==> src/rtl/mem_arb_ctrl_if.sv <==
// Pipeline-side request/response and memory-side handshake bundle for mem_arb_ctrl.
// slave: the arbiter's view; master: the pipeline and memory environment's view.
interface mem_arb_ctrl_if #(
  parameter int AW = 16,
  parameter int DW = 16
);
  logic          i_req;
  logic [AW-1:0] i_addr;
  logic          i_flush;
  logic [DW-1:0] i_rdata;
  logic          i_done;
  logic          i_stall;
  logic          d_req;
  logic          d_wr;
  logic [AW-1:0] d_addr;
  logic [DW-1:0] d_wdata;
  logic [DW-1:0] d_rdata;
  logic          d_done;
  logic          d_stall;
  logic          mem_en;
  logic          mem_wr;
  logic [AW-1:0] mem_addr;
  logic [DW-1:0] mem_wdata;
  logic          mem_done;
  logic [DW-1:0] mem_rdata;
  logic          err;

  modport slave (
    input  i_req, i_addr, i_flush, d_req, d_wr, d_addr, d_wdata, mem_done, mem_rdata,
    output i_rdata, i_done, i_stall, d_rdata, d_done, d_stall,
    output mem_en, mem_wr, mem_addr, mem_wdata, err
  );

  modport master (
    output i_req, i_addr, i_flush, d_req, d_wr, d_addr, d_wdata, mem_done, mem_rdata,
    input  i_rdata, i_done, i_stall, d_rdata, d_done, d_stall,
    input  mem_en, mem_wr, mem_addr, mem_wdata, err
  );
endinterface

==> src/rtl/mem_arb_ctrl.sv <==
// Shared I/D memory scheduler: data-priority grant with fetch starvation guard, kill on flush,
// timeout abort with sticky err. Issue one cycle after grant; stalls are combinational.
module mem_arb_ctrl #(
  parameter int AW         = 16,
  parameter int DW         = 16,
  parameter int STARVE_MAX = 4,
  parameter int TIMEOUT    = 32
) (
  input  logic          clk,
  input  logic          rst,
  mem_arb_ctrl_if.slave bus
);

  typedef enum logic [1:0] {IDLE, DBUSY, IBUSY} state_t;

  localparam logic [3:0] STARVE_LIM = 4'(STARVE_MAX);
  // Abort at the edge where the busy counter would reach TIMEOUT-1.
  localparam logic [7:0] TMO_LAST   = 8'(TIMEOUT - 2);

  state_t        state_q;
  logic          mem_en_q;
  logic          mem_wr_q;
  logic [AW-1:0] mem_addr_q;
  logic [DW-1:0] mem_wdata_q;
  logic [DW-1:0] i_rdata_q;
  logic [DW-1:0] d_rdata_q;
  logic          i_done_q;
  logic          d_done_q;
  logic          err_q;
  logic          kill_q;
  logic [3:0]    starve_q;
  logic [7:0]    tmo_q;

  logic i_vld;
  logic force_i_d;
  logic gnt_d_d;
  logic gnt_i_d;

  assign i_vld     = bus.i_req & ~bus.i_flush;
  assign force_i_d = (starve_q == STARVE_LIM) & i_vld;
  assign gnt_d_d   = bus.d_req & ~force_i_d;
  assign gnt_i_d   = i_vld & ~gnt_d_d;

  always_ff @(posedge clk) begin
    if (rst) begin
      state_q     <= IDLE;
      mem_en_q    <= 1'b0;
      mem_wr_q    <= 1'b0;
      mem_addr_q  <= '0;
      mem_wdata_q <= '0;
      i_rdata_q   <= '0;
      d_rdata_q   <= '0;
      i_done_q    <= 1'b0;
      d_done_q    <= 1'b0;
      err_q       <= 1'b0;
      kill_q      <= 1'b0;
      starve_q    <= '0;
      tmo_q       <= '0;
    end else begin
      mem_en_q <= 1'b0;
      i_done_q <= 1'b0;
      d_done_q <= 1'b0;
      if (!i_vld) starve_q <= '0;
      case (state_q)
        IDLE: begin
          if (gnt_d_d) begin
            state_q     <= DBUSY;
            mem_en_q    <= 1'b1;
            mem_wr_q    <= bus.d_wr;
            mem_addr_q  <= bus.d_addr;
            mem_wdata_q <= bus.d_wdata;
            tmo_q       <= '0;
            if (i_vld && starve_q != STARVE_LIM) starve_q <= starve_q + 4'd1;
          end else if (gnt_i_d) begin
            state_q    <= IBUSY;
            mem_en_q   <= 1'b1;
            mem_wr_q   <= 1'b0;
            mem_addr_q <= bus.i_addr;
            tmo_q      <= '0;
            kill_q     <= 1'b0;
            starve_q   <= '0;
          end
        end
        DBUSY: begin
          if (bus.mem_done) begin
            state_q  <= IDLE;
            d_done_q <= 1'b1;
            if (!mem_wr_q) d_rdata_q <= bus.mem_rdata;
          end else if (tmo_q == TMO_LAST) begin
            err_q   <= 1'b1;
            state_q <= IDLE;
          end else begin
            tmo_q <= tmo_q + 8'd1;
          end
        end
        IBUSY: begin
          if (bus.mem_done) begin
            state_q <= IDLE;
            kill_q  <= 1'b0;
            if (!kill_q && !bus.i_flush) begin
              i_done_q  <= 1'b1;
              i_rdata_q <= bus.mem_rdata;
            end
          end else if (tmo_q == TMO_LAST) begin
            err_q   <= 1'b1;
            state_q <= IDLE;
            kill_q  <= 1'b0;
          end else begin
            tmo_q <= tmo_q + 8'd1;
            if (bus.i_flush) kill_q <= 1'b1;
          end
        end
        default: state_q <= IDLE;
      endcase
    end
  end

  assign bus.mem_en    = mem_en_q;
  assign bus.mem_wr    = mem_wr_q;
  assign bus.mem_addr  = mem_addr_q;
  assign bus.mem_wdata = mem_wdata_q;
  assign bus.i_rdata   = i_rdata_q;
  assign bus.i_done    = i_done_q;
  assign bus.d_rdata   = d_rdata_q;
  assign bus.d_done    = d_done_q;
  assign bus.err       = err_q;
  assign bus.d_stall   = bus.d_req & ~d_done_q;
  assign bus.i_stall   = bus.i_req & ~i_done_q & ~bus.i_flush;

endmodule
==> src/flat_wrapper.sv <==
// flat-port wrapper written by rule: the top's interface ports become plain ports
module mem_arb_ctrl_flat 
#(
  parameter int AW         = 16,
  parameter int DW         = 16,
  parameter int STARVE_MAX = 4,
  parameter int TIMEOUT    = 32
)
  (clk, rst, bus_i_req, bus_i_addr, bus_i_flush, bus_d_req, bus_d_wr, bus_d_addr, bus_d_wdata, bus_mem_done, bus_mem_rdata, bus_i_rdata, bus_i_done, bus_i_stall, bus_d_rdata, bus_d_done, bus_d_stall, bus_mem_en, bus_mem_wr, bus_mem_addr, bus_mem_wdata, bus_err);
  mem_arb_ctrl_if #(.AW(AW), .DW(DW)) bus_i ();
  input  logic clk;
  input  logic rst;
  input wire logic [$bits(bus_i.i_req)-1:0] bus_i_req;
  input wire logic [$bits(bus_i.i_addr)-1:0] bus_i_addr;
  input wire logic [$bits(bus_i.i_flush)-1:0] bus_i_flush;
  input wire logic [$bits(bus_i.d_req)-1:0] bus_d_req;
  input wire logic [$bits(bus_i.d_wr)-1:0] bus_d_wr;
  input wire logic [$bits(bus_i.d_addr)-1:0] bus_d_addr;
  input wire logic [$bits(bus_i.d_wdata)-1:0] bus_d_wdata;
  input wire logic [$bits(bus_i.mem_done)-1:0] bus_mem_done;
  input wire logic [$bits(bus_i.mem_rdata)-1:0] bus_mem_rdata;
  output wire logic [$bits(bus_i.i_rdata)-1:0] bus_i_rdata;
  output wire logic [$bits(bus_i.i_done)-1:0] bus_i_done;
  output wire logic [$bits(bus_i.i_stall)-1:0] bus_i_stall;
  output wire logic [$bits(bus_i.d_rdata)-1:0] bus_d_rdata;
  output wire logic [$bits(bus_i.d_done)-1:0] bus_d_done;
  output wire logic [$bits(bus_i.d_stall)-1:0] bus_d_stall;
  output wire logic [$bits(bus_i.mem_en)-1:0] bus_mem_en;
  output wire logic [$bits(bus_i.mem_wr)-1:0] bus_mem_wr;
  output wire logic [$bits(bus_i.mem_addr)-1:0] bus_mem_addr;
  output wire logic [$bits(bus_i.mem_wdata)-1:0] bus_mem_wdata;
  output wire logic [$bits(bus_i.err)-1:0] bus_err;
  assign bus_i.i_req = bus_i_req;
  assign bus_i.i_addr = bus_i_addr;
  assign bus_i.i_flush = bus_i_flush;
  assign bus_i.d_req = bus_d_req;
  assign bus_i.d_wr = bus_d_wr;
  assign bus_i.d_addr = bus_d_addr;
  assign bus_i.d_wdata = bus_d_wdata;
  assign bus_i.mem_done = bus_mem_done;
  assign bus_i.mem_rdata = bus_mem_rdata;
  assign bus_i_rdata = bus_i.i_rdata;
  assign bus_i_done = bus_i.i_done;
  assign bus_i_stall = bus_i.i_stall;
  assign bus_d_rdata = bus_i.d_rdata;
  assign bus_d_done = bus_i.d_done;
  assign bus_d_stall = bus_i.d_stall;
  assign bus_mem_en = bus_i.mem_en;
  assign bus_mem_wr = bus_i.mem_wr;
  assign bus_mem_addr = bus_i.mem_addr;
  assign bus_mem_wdata = bus_i.mem_wdata;
  assign bus_err = bus_i.err;
  mem_arb_ctrl #(.AW(AW), .DW(DW), .STARVE_MAX(STARVE_MAX), .TIMEOUT(TIMEOUT)) u_core (.clk(clk), .rst(rst), .bus(bus_i));
endmodule
==> config.mk <==
export PLATFORM = sky130hd
export DESIGN_NAME = mem_arb_ctrl_flat
export DESIGN_NICKNAME = d
export VERILOG_FILES = /design/src/rtl/mem_arb_ctrl_if.sv /design/src/rtl/mem_arb_ctrl.sv /design/src/flat_wrapper.sv
export SDC_FILE = /design/constraint.sdc
export NUM_CORES = 1
export LEC_CHECK = 0
export ABC_CLOCK_PERIOD_IN_PS = 1900
export CAP_MARGIN = 20
export CORE_MARGIN = 4
export CORE_UTILIZATION = 39
export DETAILED_ROUTE_END_ITERATION = 6
export PLACE_DENSITY = 0.76
export SYNTH_ARGS = -nofsm -noshare
export SYNTH_HDL_FRONTEND = slang
export SYNTH_SLANG_ARGS = --single-unit
==> constraint.sdc <==
create_clock -name clk -period 1.9 [get_ports clk]
set_input_delay 0.38 -clock clk [delete_from_list [all_inputs] [get_ports clk]]
set_output_delay 0.38 -clock clk [all_outputs]
set_load 0.03 [all_outputs]
==> impl_metrics.env <==
export IMPL_status="finished clean"
export IMPL_core_um2=8720
export IMPL_clock_sinks=84
export IMPL_p_clk_share_pct=29.4
export IMPL_cpPeakStageDelay_ns=0.51
export IMPL_via_per_inst=5.08
export IMPL_crit_family="simple AND/OR/NAND/NOR gates"
export IMPL_power_net_switching_w=0.00135
export IMPL_ant_nets=0
export IMPL_hold_buffers=0
export IMPL_tritoncts="built"
export IMPL_r2r_start="u_core.tmo_q[0]"
export IMPL_hold_viol=0
export IMPL_critPathBufInv=1
export IMPL_synth_ff_type="dfxtp_1"
export IMPL_synth_nets=514
export IMPL_first_pass_iters=4
export IMPL_grt_first_pass_wirelength_um=17100
export IMPL_synth_top_cell_area_share_pct=48.1
export IMPL_hpwl_um=7880
export IMPL_setup_violations=0
export IMPL_h_tree_depth=3
export IMPL_p_int_w=0.00304
export IMPL_synthCells=435
export IMPL_io_buffers=141
export IMPL_crit_start="u_core.tmo_q[0]"
export IMPL_period_needed_ns=1.81
export IMPL_post_route_util_pct=62.6
export IMPL_die_width_um=103
export IMPL_ios=142
export IMPL_fill_cells=751
export IMPL_seq_area_frac_synth_pct=48.1
export IMPL_synthArstFlopShare_pct=0
export IMPL_cts_buffers=9
export IMPL_slew_viol_final=0
export IMPL_routedWlPerCell_um=14.9
export IMPL_final_nets=674
export IMPL_fp_dieArea_um2=10500
export IMPL_grt_total_usage_pct=20.4
export IMPL_crit_fanout=7
export IMPL_fin_crit_sh_pct=95.4
export IMPL_min_delay_start="rst"
export IMPL_path_clk_slew_ns=0.09
export IMPL_grt_max_degree=34
export IMPL_root_buffer="clkbuf_8"
export IMPL_p_leak_nw=2.01
export IMPL_power_density_nw_per_um2=805
export IMPL_yosysWarnings=0
export IMPL_antenna_found_initial=0
export IMPL_fin_hold_ws_ns=0.420
export IMPL_crit_arrival_ns=2.10
export IMPL_seq_power_share_pct=43.9
export IMPL_clock_skew_ns=0.0123
export IMPL_finalWirelength_um=10500
export IMPL_drc=0
export IMPL_swShare_pct=30.7
export IMPL_hold_path_class="in -> reg"
export IMPL_num_vias=3595
export IMPL_drive_gt1_share_pct=11.5
export IMPL_fin_area_um2=5460
export IMPL_synth_edf_count=0
export IMPL_synth_area_leaders="dfxtp_1 (48%), nand2_1 (11%), a21oi_1 (8.6%)"
export IMPL_cts_buffer_depth=2
export IMPL_n_antenna_cell=0
export IMPL_drtIter0Drc=174
export IMPL_rows=34
export IMPL_grt_pass1_vias=3743
export IMPL_start_util_pct=40.1
export IMPL_gr_total_overflow=0
export IMPL_synthDistinctLibCells=46
export IMPL_max_cap_violations=0
export IMPL_syn_avg_cell_area_um2=8.04
export IMPL_place_congestion=0.824
export IMPL_p_comb_share_pct=26.7
export IMPL_yosys_area_top_type="dfxtp_1"
export IMPL_relSlewSlack_pct=71.0
export IMPL_crit_chain="inv_1, ha_1, and4b_4, a22o_2, or4_1, a21oi_1"
export IMPL_place_area_um2=5220
export IMPL_die_h_um=103
export IMPL_tightest_slew_ns=0.434
export IMPL_cp_slowest_cell="or4_1"
export IMPL_synth_seq_cells=84
export IMPL_fmax_mhz=552
export IMPL_netlist_area_um2=3500
export IMPL_end_kind="flop"
export IMPL_crit_required_ns=2.18
export IMPL_grt_setup_unrepaired="no"
export IMPL_peakVddDrop_mv=0.407
export IMPL_path_class="reg -> reg"
export IMPL_clk_latency_ns=0.35
export IMPL_total_power_w=0.00439
export IMPL_worstSetupStartpointType="flop"
export IMPL_area_growth_pct=56.1
==> metal layers <==
layer	global-route usage [%]	vias to the layer above	share of wire, %
li1	-	1822	-
met1	23.6	1634	40
met2	34.9	112	50
met3	5.35	27	6.7
met4	10.2	0	3.2
met5	0	-	0
==> what timing repair did <==
item	CTS	global route
pin swaps	0	1
gates resized for setup	2	4
setup endpoints to repair	4	21
buffers inserted	0	3
==> placed cells by master, fill, tap and decap left out, types with 3 or more instances in the layout <==
master and count:
clkbuf_8 9, buf_4 34, clkdlybuf4s50_1 137, nor2b_1 3
o21ai_0 5, a21oi_1 59, ha_1 7, nand3_1 4
nand2b_1 4, inv_6 3, inv_1 9, buf_12 5
nor3_1 37, o31ai_1 5, dfxtp_1 82, nand2_1 101
nor4_1 17, nor2_1 30, and3_1 3, or4_1 4
==> layout make-up <==
| type | instances | area, um2 | share of cell area [%] |
|---|---|---|---|
| Clock inverter | 6 | 68.8 | 1.26 |
| Timing Repair Buffer | 178 | 1740 | 32.0 |
| Multi-Input combinational cell | 313 | 1660 | 30.5 |
| Inverter | 9 | 33.8 | 0.619 |
| Clock buffer | 10 | 128 | 2.34 |
| Sequential cell | 84 | 1680 | 30.9 |
| Tap cell | 108 | 135 | 2.48 |
==> power by group through the flow <==
stage               clock network (W)  logic [W]  registers [W]
floorplan                           0   0.000389        0.00216
global placement                    0    0.00114        0.00196
detailed placement                  0    0.00116        0.00197
CTS                           0.00132    0.00118        0.00193
global route                  0.00140    0.00127        0.00194
finish                        0.00129    0.00117        0.00193
==> synthesized netlist by cell type (2+ instances only) <==
master / number
o41ai_1: 2
mux2i_1: 2
nand3_1: 4
nor2_1: 30
clkbuf_1: 15
ha_1: 8
nor3_1: 37
or4_1: 4
buf_2: 12
or3_1: 2
nor2b_1: 3
a21oi_1: 60
dfxtp_1: 84
o31ai_1: 5
nand2b_1: 4
and3_1: 3
o21ai_0: 5
nor4_1: 17
inv_1: 9
nor3b_1: 2
nand2_1: 101
o21ai_2: 2
==> worst register-to-register path, stage by stage (launching register included) <==
cell and delay [ns]:
dfxtp_2 0.36, inv_1 0.05, ha_1 0.20, and4b_4 0.23
a22o_2 0.26, or4_1 0.51, a21oi_1 0.15
==> state kept, by name, indices dropped and copies added (netlist names), 2 cells and up <==
register / cells
u_core.bus.d_rdata: 16
u_core.bus.mem_wdata: 16
u_core.state_q: 2
u_core.bus.i_rdata: 16
u_core.bus.mem_addr: 16
u_core.tmo_q: 8
u_core.starve_q: 4
==> metrics by stage <==
step / cells / worst slack (ns) / TNS, ns
2_1_floorplan: 435 / 0.00975 / 0
3_3_place_gp: 689 / -0.127 / -2.07
3_5_place_dp: 689 / -0.161 / -3.67
4_1_cts: 705 / 0.0244 / 0
5_1_grt: 708 / 0.00973 / 0
6_report: 708 / 0.0872 / 0
==> worst paths after layout <==
kind,endpoint,slack (ns),cells after the start
worst max-delay path,u_core.tmo_q[7],0.09,6
worst min-delay path,u_core.bus.err,0.42,2
worst max register to register,u_core.tmo_q[7],0.09,6
worst min register to register,u_core.bus.i_rdata[2],0.46,2
==> cells by family (layout without fill, tap and decap cells) <==
kind of cell    after synthesis  after routing  share of synthesized area, %
buf+inv                      38            203                          4.83
mux                           2              2                         0.572
simple gates                215            215                          28.6
flops                        84             84                          48.1
compound gates               88             88                          15.1
fa+ha+maj                     8              8                          2.86
Power figures use the tool's default switching activity.
